[config.mk]
export PLATFORM = sky130hd
export DESIGN_NAME = product_accumulator
export DESIGN_NICKNAME = d
export VERILOG_FILES = /design/src/rtl/product_accumulator.sv
export SDC_FILE = /design/constraint.sdc
export NUM_CORES = 1
export LEC_CHECK = 0
export CAP_MARGIN = 20
export CELL_PAD_IN_SITES_DETAIL_PLACEMENT = 0
export CELL_PAD_IN_SITES_GLOBAL_PLACEMENT = 1
export CORE_ASPECT_RATIO = 1.4
export CORE_MARGIN = 5
export CORE_UTILIZATION = 45
export DETAILED_ROUTE_END_ITERATION = 12
export DONT_BUFFER_PORTS = 1
export MAX_ROUTING_LAYER = met4
export PLACE_DENSITY_LB_ADDON = 0.05
export SYNTH_ARGS = -nofsm -noshare
export SYNTH_HDL_FRONTEND = slang
export SYNTH_SLANG_ARGS = --single-unit
[constraint.sdc]
create_clock -name clk -period 2.82 [get_ports clk]
set_input_delay 0.564 -clock clk [delete_from_list [all_inputs] [get_ports clk]]
set_output_delay 0.564 -clock clk [all_outputs]
set_load 0.005 [all_outputs]
[src/rtl/product_accumulator.sv]
// product_accumulator: sums a programmed-length burst of 8-bit products
// into a saturating accumulator, then holds the total until acknowledged.
module product_accumulator #(
    parameter int ACC_W = 12,
    parameter int CNT_W = 4
) (
    input  logic             clk,
    input  logic             rst_n,
    input  logic             start,
    input  logic [CNT_W-1:0] len,
    input  logic [7:0]       prod,
    input  logic             prod_valid,
    output logic             prod_ready,
    output logic [ACC_W-1:0] acc,
    output logic             acc_valid,
    input  logic             acc_ack,
    output logic             overflow,
    output logic             busy
);

    typedef enum logic [1:0] {
        IDLE = 2'd0,
        RUN  = 2'd1,
        HOLD = 2'd2
    } state_t;

    state_t           state, state_nxt;

    // One extra bit so len = 0 can hold the full 2^CNT_W burst length.
    logic [CNT_W:0]   count;
    logic [CNT_W:0]   count_load;
    logic [ACC_W:0]   sum;
    logic             xfer;
    logic             last;

    assign xfer       = (state == RUN) && prod_valid;
    assign last       = (count == {{CNT_W{1'b0}}, 1'b1});
    assign count_load = (len == '0) ? {1'b1, {CNT_W{1'b0}}} : {1'b0, len};

    // Sum one bit wider than the accumulator; the top bit flags saturation.
    assign sum = {1'b0, acc} + {{(ACC_W+1-8){1'b0}}, prod};

    // Next-state decode and state-only output decode.
    always_comb begin
        state_nxt  = state;
        prod_ready = 1'b0;
        acc_valid  = 1'b0;
        busy       = 1'b0;
        unique case (state)
            IDLE: begin
                if (start) state_nxt = RUN;
            end
            RUN: begin
                prod_ready = 1'b1;
                busy       = 1'b1;
                if (xfer && last) state_nxt = HOLD;
            end
            HOLD: begin
                acc_valid = 1'b1;
                busy      = 1'b1;
                if (acc_ack) state_nxt = IDLE;
            end
            default: state_nxt = IDLE;
        endcase
    end

    // State register.
    always_ff @(posedge clk or negedge rst_n) begin
        if (!rst_n) state <= IDLE;
        else        state <= state_nxt;
    end

    // Accumulator, sticky overflow and remaining-count datapath.
    always_ff @(posedge clk or negedge rst_n) begin
        if (!rst_n) begin
            acc      <= '0;
            overflow <= 1'b0;
            count    <= '0;
        end else if (state == IDLE && start) begin
            acc      <= '0;
            overflow <= 1'b0;
            count    <= count_load;
        end else if (xfer) begin
            count <= count - 1'b1;
            if (sum[ACC_W]) begin
                acc      <= {ACC_W{1'b1}};
                overflow <= 1'b1;
            end else begin
                acc <= sum[ACC_W-1:0];
            end
        end
    end

endmodule

==> results of run 1 <==
[final cells by class]
| type | instances | area [um^2] | share of cell area |
|---|---|---|---|
| clock buffers | 4 | 55.1 | 0.0367 |
| inverters | 8 | 30.0 | 0.0200 |
| well taps | 37 | 46.3 | 0.0309 |
| repair buffers | 3 | 32.5 | 0.0217 |
| multi-input cells | 116 | 836 | 0.557 |
| flip-flops and latches | 20 | 500 | 0.334 |
[how the worst min path moves through the flow]
stage,start,slack (ns),to,cells past startpoint
global route,len[2],0.43,count[2],2
detailed placement,rst_n,0.27,acc[3],0
CTS,len[2],0.42,count[2],2
floorplan,rst_n,0.27,acc[0],0
finish,len[2],0.42,count[2],2
global placement,rst_n,0.27,acc[3],0
[synth_stat cells, types with 2 or more instances]
cell,number
sky130_fd_sc_hd__nand3_1,5
sky130_fd_sc_hd__a21oi_1,8
sky130_fd_sc_hd__xnor2_1,4
sky130_fd_sc_hd__clkbuf_1,3
sky130_fd_sc_hd__o21a_1,2
sky130_fd_sc_hd__nor2_1,9
sky130_fd_sc_hd__a21o_1,3
sky130_fd_sc_hd__ha_1,14
sky130_fd_sc_hd__inv_1,8
sky130_fd_sc_hd__mux2i_1,3
sky130_fd_sc_hd__nor2b_1,2
sky130_fd_sc_hd__o311ai_0,4
sky130_fd_sc_hd__a31oi_1,3
sky130_fd_sc_hd__xor2_1,6
sky130_fd_sc_hd__and2_1,2
sky130_fd_sc_hd__and3_1,2
sky130_fd_sc_hd__nand2_1,17
sky130_fd_sc_hd__o21ai_0,10
sky130_fd_sc_hd__dfrtp_1,20
sky130_fd_sc_hd__nor4_1,2
[sequential cells by signal, summed over array words and instances, names as in the netlist]
signal,count
overflow,1
state,2
count,5
acc,12
[stage by stage]
stage,worst slack [ns],power (mW),instance area (um^2),util,std cells
2_1_floorplan,0.238,0.999,1380,-,148
3_5_place_dp,0.119,1.15,1420,0.489,182
6_report,0.273,1.37,1500,0.516,188
3_3_place_gp,0.170,1.13,1420,0.489,182
4_1_cts,0.253,1.38,1490,0.511,187
5_1_grt,0.160,1.50,1500,0.516,188
[power by group]
part | switching (mW) | total (mW) | internal, mW
Clock | 0.100 | 0.225 | 0.124
Sequential | 0.101 | 0.485 | 0.384
Combinational | 0.379 | 0.661 | 0.282
Total | 0.581 | 1.37 | 0.790
[layer usage]
metal / global-route usage / vias up
li1: - / 542
met1: 0.165 / 515
met2: 0.310 / 31
met3: 0.0390 / 7
met4: 0.0696 / 0
met5: - / -
[kinds of logic (layout without fill, tap and decap cells)]
family / after synthesis / count (layout) / synth area share
and+or+nand+nor: 46 / 46 / 0.161
AOI/OAI and AO/OA: 42 / 42 / 0.217
DFF: 20 / 20 / 0.362
adders and majority gates: 15 / 15 / 0.141
buffers and inverters: 12 / 15 / 0.0335
xor gates and xnor gates: 10 / 10 / 0.0633
muxes: 3 / 3 / 0.0217
==> metrics.log, run 1 <==
INFO  metric worst_ir_drop_vdd = around 0.43 mV
INFO  metric routed_wl = 3.21 mm
INFO  metric worstPathArrival = roughly 2.7 ns
INFO  metric finish.net_count = roughly 180
INFO  metric ant_nets = 0
INFO  metric outcome = finished, final reports clean
INFO  metric vias_per_inst = between 5 and 6
INFO  metric finalWorstPathRequiredPeriod = ~2.5 ns
INFO  metric timing.critical_path.cells = ha_1, fa_1, a21o_1, a221oi_4, a21oi_2, or4_1, o211a_1
INFO  metric synth_top_cell_by_area = sky130_fd_sc_hd__dfrtp_1
INFO  metric avgSynthCellArea = 9.34 um^2
INFO  metric leakagePower = 0.684 nW
INFO  metric timing.critical_path.to = acc[11]
INFO  metric grt_pass1_wl = roughly 5.3 mm
INFO  metric timing.rr.end = acc[11]
INFO  metric route.detailed.wl_per_inst = about 17 um
INFO  metric initial_utilization = 0.476
INFO  metric syn_to_final_growth = 8.51%
INFO  metric cp_num_buf_inv = 0
INFO  metric final_max_slew_viol_count = 0
INFO  metric cts_max_level = 1
INFO  metric synthCells = 148
INFO  metric min_path_type = in -> reg
INFO  metric die-height = 75.6 um
INFO  metric postCtsSetupBuffers = 0
INFO  metric mappedNetlistNets = 180
INFO  metric dominant_cells_by_area_after_synthesis = sky130_fd_sc_hd__dfrtp_1 36%, sky130_fd_sc_hd__ha_1 13%, sky130_fd_sc_hd__nand2_1 4.6%
INFO  metric power_per_cell_area = around 900 nW/um^2
INFO  metric worst-endpoint-required = roughly 3.0 ns
INFO  metric antenna-diode-count = 0
INFO  metric cts_max_path_buffers = 2
INFO  metric critical_path.endpoint_type = flip-flop
INFO  metric dominantRegCellSynth = sky130_fd_sc_hd__dfrtp_1
INFO  metric drv_cap = 0
INFO  metric crit_start = acc[0]
INFO  metric post_cts_hold_buffer_count = 1
INFO  metric fillCellCount = ~280
INFO  metric post_synth_instance_area = approximately 1400 um^2
INFO  metric port-buffer-count = 0
INFO  metric cts_sinks = 20
INFO  metric clk_transition_reported_paths = about 0.08 ns
INFO  metric timing.fmax = 0.393 GHz
INFO  metric die_area = 4300 um^2
INFO  metric clk_latency = approximately 0.26 ns
INFO  metric first_pass_iters = 4
INFO  metric number_of_antenna_violations_at_the_first_check_in_global_routing = 0
INFO  metric startpoint_type = flip-flop
INFO  metric cts_buf_count = 3
INFO  metric remaining_drcs = 0
INFO  metric worstPathMaxFanout = 5
INFO  metric slowest_stage = sky130_fd_sc_hd__or4_1
INFO  metric synth.ff_latch_count = 20
INFO  metric final_hold_viol_count = 0
INFO  metric netlist-cell-type-count = 41
INFO  metric timing.rr.start = acc[0]
INFO  metric tritoncts = yes
INFO  metric timing.final.setup_violations = 0
INFO  metric cts-root-buf = sky130_fd_sc_hd__clkbuf_8
INFO  metric synth_warnings = 0
INFO  metric grt_pass1_vias = between 1000 and 1500
INFO  metric timing.hold.ws = a little over 0.4 ns
INFO  metric final.setup.tns = 0 ns
INFO  metric drive_gt1_frac = 0.0596
INFO  metric routed-wl-met2 = roughly 1.7 mm
INFO  metric critical_path_cell_count = 7
INFO  metric place.gp.congestion = ~0.88
INFO  metric vias = 1095
INFO  metric routedLengthMet1 = 1.22 mm
INFO  metric critical_path.max_stage_delay = ~0.54 ns
INFO  metric maximum_number_of_pins_on_one_net_before_global_route_repair = 21
INFO  metric fin_crit_sh = 0.903
INFO  metric synth_sequential_area_ratio = 0.362
INFO  metric r2r_slack = approximately 0.27 ns
INFO  metric floorplan.io_pins = 33
INFO  metric tightestPinTransition = between 0.6 and 0.7 ns
INFO  metric globalRouteTotalUtil = 0.165
INFO  metric dr_wl_met3 = between 150 and 200 um
INFO  metric grt_overflow = 0
INFO  metric final_cell_mix = 20 x sky130_fd_sc_hd__dfrtp_1, 17 x sky130_fd_sc_hd__nand2_1, 14 x sky130_fd_sc_hd__ha_1
INFO  metric core_area = slightly below 3000 um^2
INFO  metric path_delay_family = compound AO/OA/AOI/OAI gates
INFO  metric routed.top_layer = met4
INFO  metric drt_iter0_markers = 24
INFO  metric skew = approximately 0.005 ns
INFO  metric timing.slew.headroom = 0.568
INFO  metric synth_top_area_share = 0.362
INFO  metric ctsResizeCount = 0
INFO  metric die_width = between 50 and 60 um
INFO  metric synth_async_reset_ratio = 1.00
INFO  metric kind_of_critical_path = reg -> reg
INFO  metric std_cell_rows = 23
INFO  metric number_of_synthesized_flops_with_an_enable_pin = 0
INFO  metric dp_wirelength = approximately 2.5 mm
INFO  metric rsz0062_at_grt = no
INFO  metric commonest_non_fill_non_tap_cell_in_the_layout = sky130_fd_sc_hd__dfrtp_1
INFO  metric reg2reg_depth = 7
Note: power is estimated with default switching activity, not from simulation.
==> inputs of run 2 (changes only) <==
TNS_END_PERCENT = 1   (was unset)
==> results of run 2 <==
No change in the layout: final DEF, timing and power equal those of run 1.
==> inputs of run 3 (changes only) <==
CTS_CLUSTER_DIAMETER = 40   (was unset)
GPL_TIMING_DRIVEN = 0   (was unset)
==> run 3 against run 2 <==
  * Clock skew is 0.0021 ns higher
  * Global-route usage is 0.27 points higher
  * Total power is 0.38% higher
  * Combinational power is 1% higher
  * Hold slack better by 0.0067 ns
  * Critical endpoint unchanged
  * Count of clock-buffer cells in the layout stayed put
  * Clock power is 2% lower
  * Wire length is 0.62% higher
  * Sequential power hardly changed
  * Sequential cell count stayed put
==> metrics.log, run 3 (synthesis gave the netlist of run 1 again) <==
INFO  metric die_width = 56.8 um (unchanged)
INFO  metric sw_ratio = 0.424 (about the same)
INFO  metric final_max_slew_viol_count = 0 (unchanged)
INFO  metric multi_input_comb_area = 836 um^2 (unchanged)
INFO  metric tritoncts = yes (unchanged)
INFO  metric core_area = 2910 um^2 (unchanged)
INFO  metric min_path_type = in -> reg (unchanged)
INFO  metric timing.hold.ws = 0.422 ns (was 0.416 ns)
INFO  metric place.gp.congestion = 0.850 (was 0.885)
INFO  metric ctsResizeCount = 0 (unchanged)
INFO  metric floorplan.io_pins = 33 (unchanged)
INFO  metric vias = 1134 (was 1095)
INFO  metric worstPathArrival = 2.71 ns (about the same)
INFO  metric globalRouteTotalUtil = 0.168 (was 0.165)
INFO  metric dp_wirelength = 2.53 mm (was 2.48 mm)
INFO  metric drv_cap = 0 (unchanged)
INFO  metric cts_max_level = 1 (unchanged)
INFO  metric kind_of_critical_path = reg -> reg (unchanged)
INFO  metric rsz0062_at_grt = no (unchanged)
INFO  metric routed_wl = 3.23 mm (was 3.21 mm)
INFO  metric reg.largest.list = acc x12, count x5, state x2 (unchanged)
INFO  metric drive_gt1_frac = 0.0523 (was 0.0596)
INFO  metric tightestPinTransition = 0.948 ns (was 0.639 ns)
INFO  metric std_cell_rows = 23 (unchanged)
INFO  metric timing.fmax = 0.390 GHz (was 0.393 GHz)
INFO  metric antenna-diode-count = 0 (unchanged)
INFO  metric syn_to_final_growth = 8.05% (was 8.51%)
INFO  metric die-height = 75.6 um (unchanged)
INFO  metric number_of_antenna_violations_at_the_first_check_in_global_routing = 0 (unchanged)
INFO  metric power.share.clock = 0.161 (was 0.164)
INFO  metric final.setup.tns = 0 ns (unchanged)
INFO  metric leakagePower = 0.679 nW (was 0.684 nW)
INFO  metric power.share.sequential = 0.353 (was 0.354)
INFO  metric die_area = 4300 um^2 (unchanged)
INFO  metric worst-endpoint-required = 2.97 ns (was 2.98 ns)
INFO  metric cts-root-buf = sky130_fd_sc_hd__clkbuf_8 (unchanged)
INFO  metric timing.slew.headroom = 0.366 (was 0.568)
INFO  metric number_of_flip_flops_in_the_largest_register = 12 (unchanged)
INFO  metric timing.final.setup_violations = 0 (unchanged)
INFO  metric grt_pass1_vias = 1228 (was 1145)
INFO  metric worstPathMaxFanout = 5 (unchanged)
INFO  metric first_pass_iters = 4 (unchanged)
INFO  metric clk_latency = 0.26 ns (about the same)
INFO  metric startpoint_type = flip-flop (unchanged)
INFO  metric p_sw = 0.584 mW (was 0.581 mW)
INFO  metric regMostFlops = acc (unchanged)
INFO  metric fillCellCount = 288 (was 276)
INFO  metric finalWorstPathRequiredPeriod = 2.56 ns (was 2.55 ns)
INFO  metric route.detailed.wl_per_inst = 17.0 um (was 17.1 um)
INFO  metric power_per_cell_area = 921 nW/um^2 (was 914 nW/um^2)
INFO  metric drt_iter0_markers = 24 (unchanged)
INFO  metric worst_ir_drop_vdd = 0.516 mV (was 0.429 mV)
INFO  metric reg2reg_depth = 7 (unchanged)
INFO  metric grt_pass1_wl = 5.33 mm (was 5.29 mm)
INFO  metric finish.net_count = 186 (was 184)
INFO  metric outcome = finished, final reports clean (unchanged)
INFO  metric cts_buf_count = 3 (unchanged)
INFO  metric cts_max_path_buffers = 2 (unchanged)
INFO  metric vias_per_inst = 5.97 (was 5.82)
INFO  metric intPower = 0.792 mW (was 0.790 mW)
INFO  metric port-buffer-count = 0 (unchanged)
INFO  metric share_comb_of_total_power = 0.486 (was 0.482)
INFO  metric initial_utilization = 0.476 (unchanged)
INFO  metric ant_nets = 0 (unchanged)
INFO  metric regArea = 500 um^2 (unchanged)
INFO  metric remaining_drcs = 0 (unchanged)
INFO  metric commonest_non_fill_non_tap_cell_in_the_layout = sky130_fd_sc_hd__dfrtp_1 (unchanged)
INFO  metric skew = 0.00698 ns (was 0.00492 ns)
INFO  metric fin_crit_sh = 0.908 (was 0.903)
INFO  metric clk_transition_reported_paths = 0.07 ns (was 0.08 ns)
INFO  metric cts_sinks = 20 (unchanged)
INFO  metric final_hold_viol_count = 0 (unchanged)
INFO  metric worst_hold_path.num_cells = 2 (unchanged)
INFO  metric maximum_number_of_pins_on_one_net_before_global_route_repair = 21 (unchanged)
INFO  metric final_cell_mix = 20 x sky130_fd_sc_hd__dfrtp_1, 17 x sky130_fd_sc_hd__nand2_1, 14 x sky130_fd_sc_hd__ha_1 (unchanged)
INFO  metric grt_overflow = 0 (unchanged)
INFO  metric critical_path.endpoint_type = flip-flop (unchanged)
[run 3: power groups by stage]
stage          combinational (mW)  clock, mW  sequential [mW]
3_5_place_dp                0.665          0            0.495
5_1_grt                     0.757      0.238            0.501
4_1_cts                     0.677      0.226            0.489
2_1_floorplan               0.534          0            0.465
6_report                    0.669      0.221            0.486
3_3_place_gp                0.644          0            0.489
[run 3: repair_timing]
item / CTS / global route
hold buffers: 1 / 0
buffers inserted: 0 / 0
hold endpoints to repair: 20 / 0
[run 3: path summary, 6_finish.rpt]
| kind | endpoint | slack (ns) | start |
|---|---|---|---|
| worst min register to register | overflow | 0.51 | overflow |
| max in group asynchronous | acc[9] | 1.34 | rst_n |
| worst min-delay path | count[0] | 0.42 | len[0] |
| worst max-delay path | acc[11] | 0.26 | acc[0] |
| min in group asynchronous | acc[4] | 0.89 | rst_n |
| worst max register to register | acc[11] | 0.26 | acc[0] |
[run 3: stage by stage]
stage	util	setup slack, ns	power [mW]	instance area, um^2	instances
global route	0.514	0.162	1.50	1490	190
detailed placement	0.492	0.107	1.16	1430	185
global placement	0.492	0.103	1.13	1430	185
finish	0.514	0.259	1.38	1490	190
CTS	0.514	0.248	1.39	1490	190
floorplan	-	0.238	0.999	1380	148
[run 3: worst max-delay path, stage by stage, from the launching register on]
cell and delay [ns]:
sky130_fd_sc_hd__dfrtp_1 0.41, sky130_fd_sc_hd__ha_1 0.22, sky130_fd_sc_hd__fa_1 0.41, sky130_fd_sc_hd__a21o_1 0.21, sky130_fd_sc_hd__a221oi_4 0.30, sky130_fd_sc_hd__a21oi_2 0.14, sky130_fd_sc_hd__or4_1 0.54, sky130_fd_sc_hd__o211a_1 0.21
[run 3: cell type report]
| cell class | instances | area share |
|---|---|---|
| multi-input combinational | 116 | 0.559 |
| sequential | 20 | 0.335 |
| clock buffer | 4 | 0.0369 |
| tap | 37 | 0.0310 |
| inverter | 8 | 0.0201 |
| buffer | 4 | 0.0109 |
| timing repair buffer | 1 | 0.00670 |
[run 3: per-layer routing]
metal  up-vias  GRT usage  wire, um
met5         -          -         0
met4         0      0.103       106
met3        11     0.0475       245
met2        36      0.312      1680
met1       540      0.151      1200
li1        547          -         -
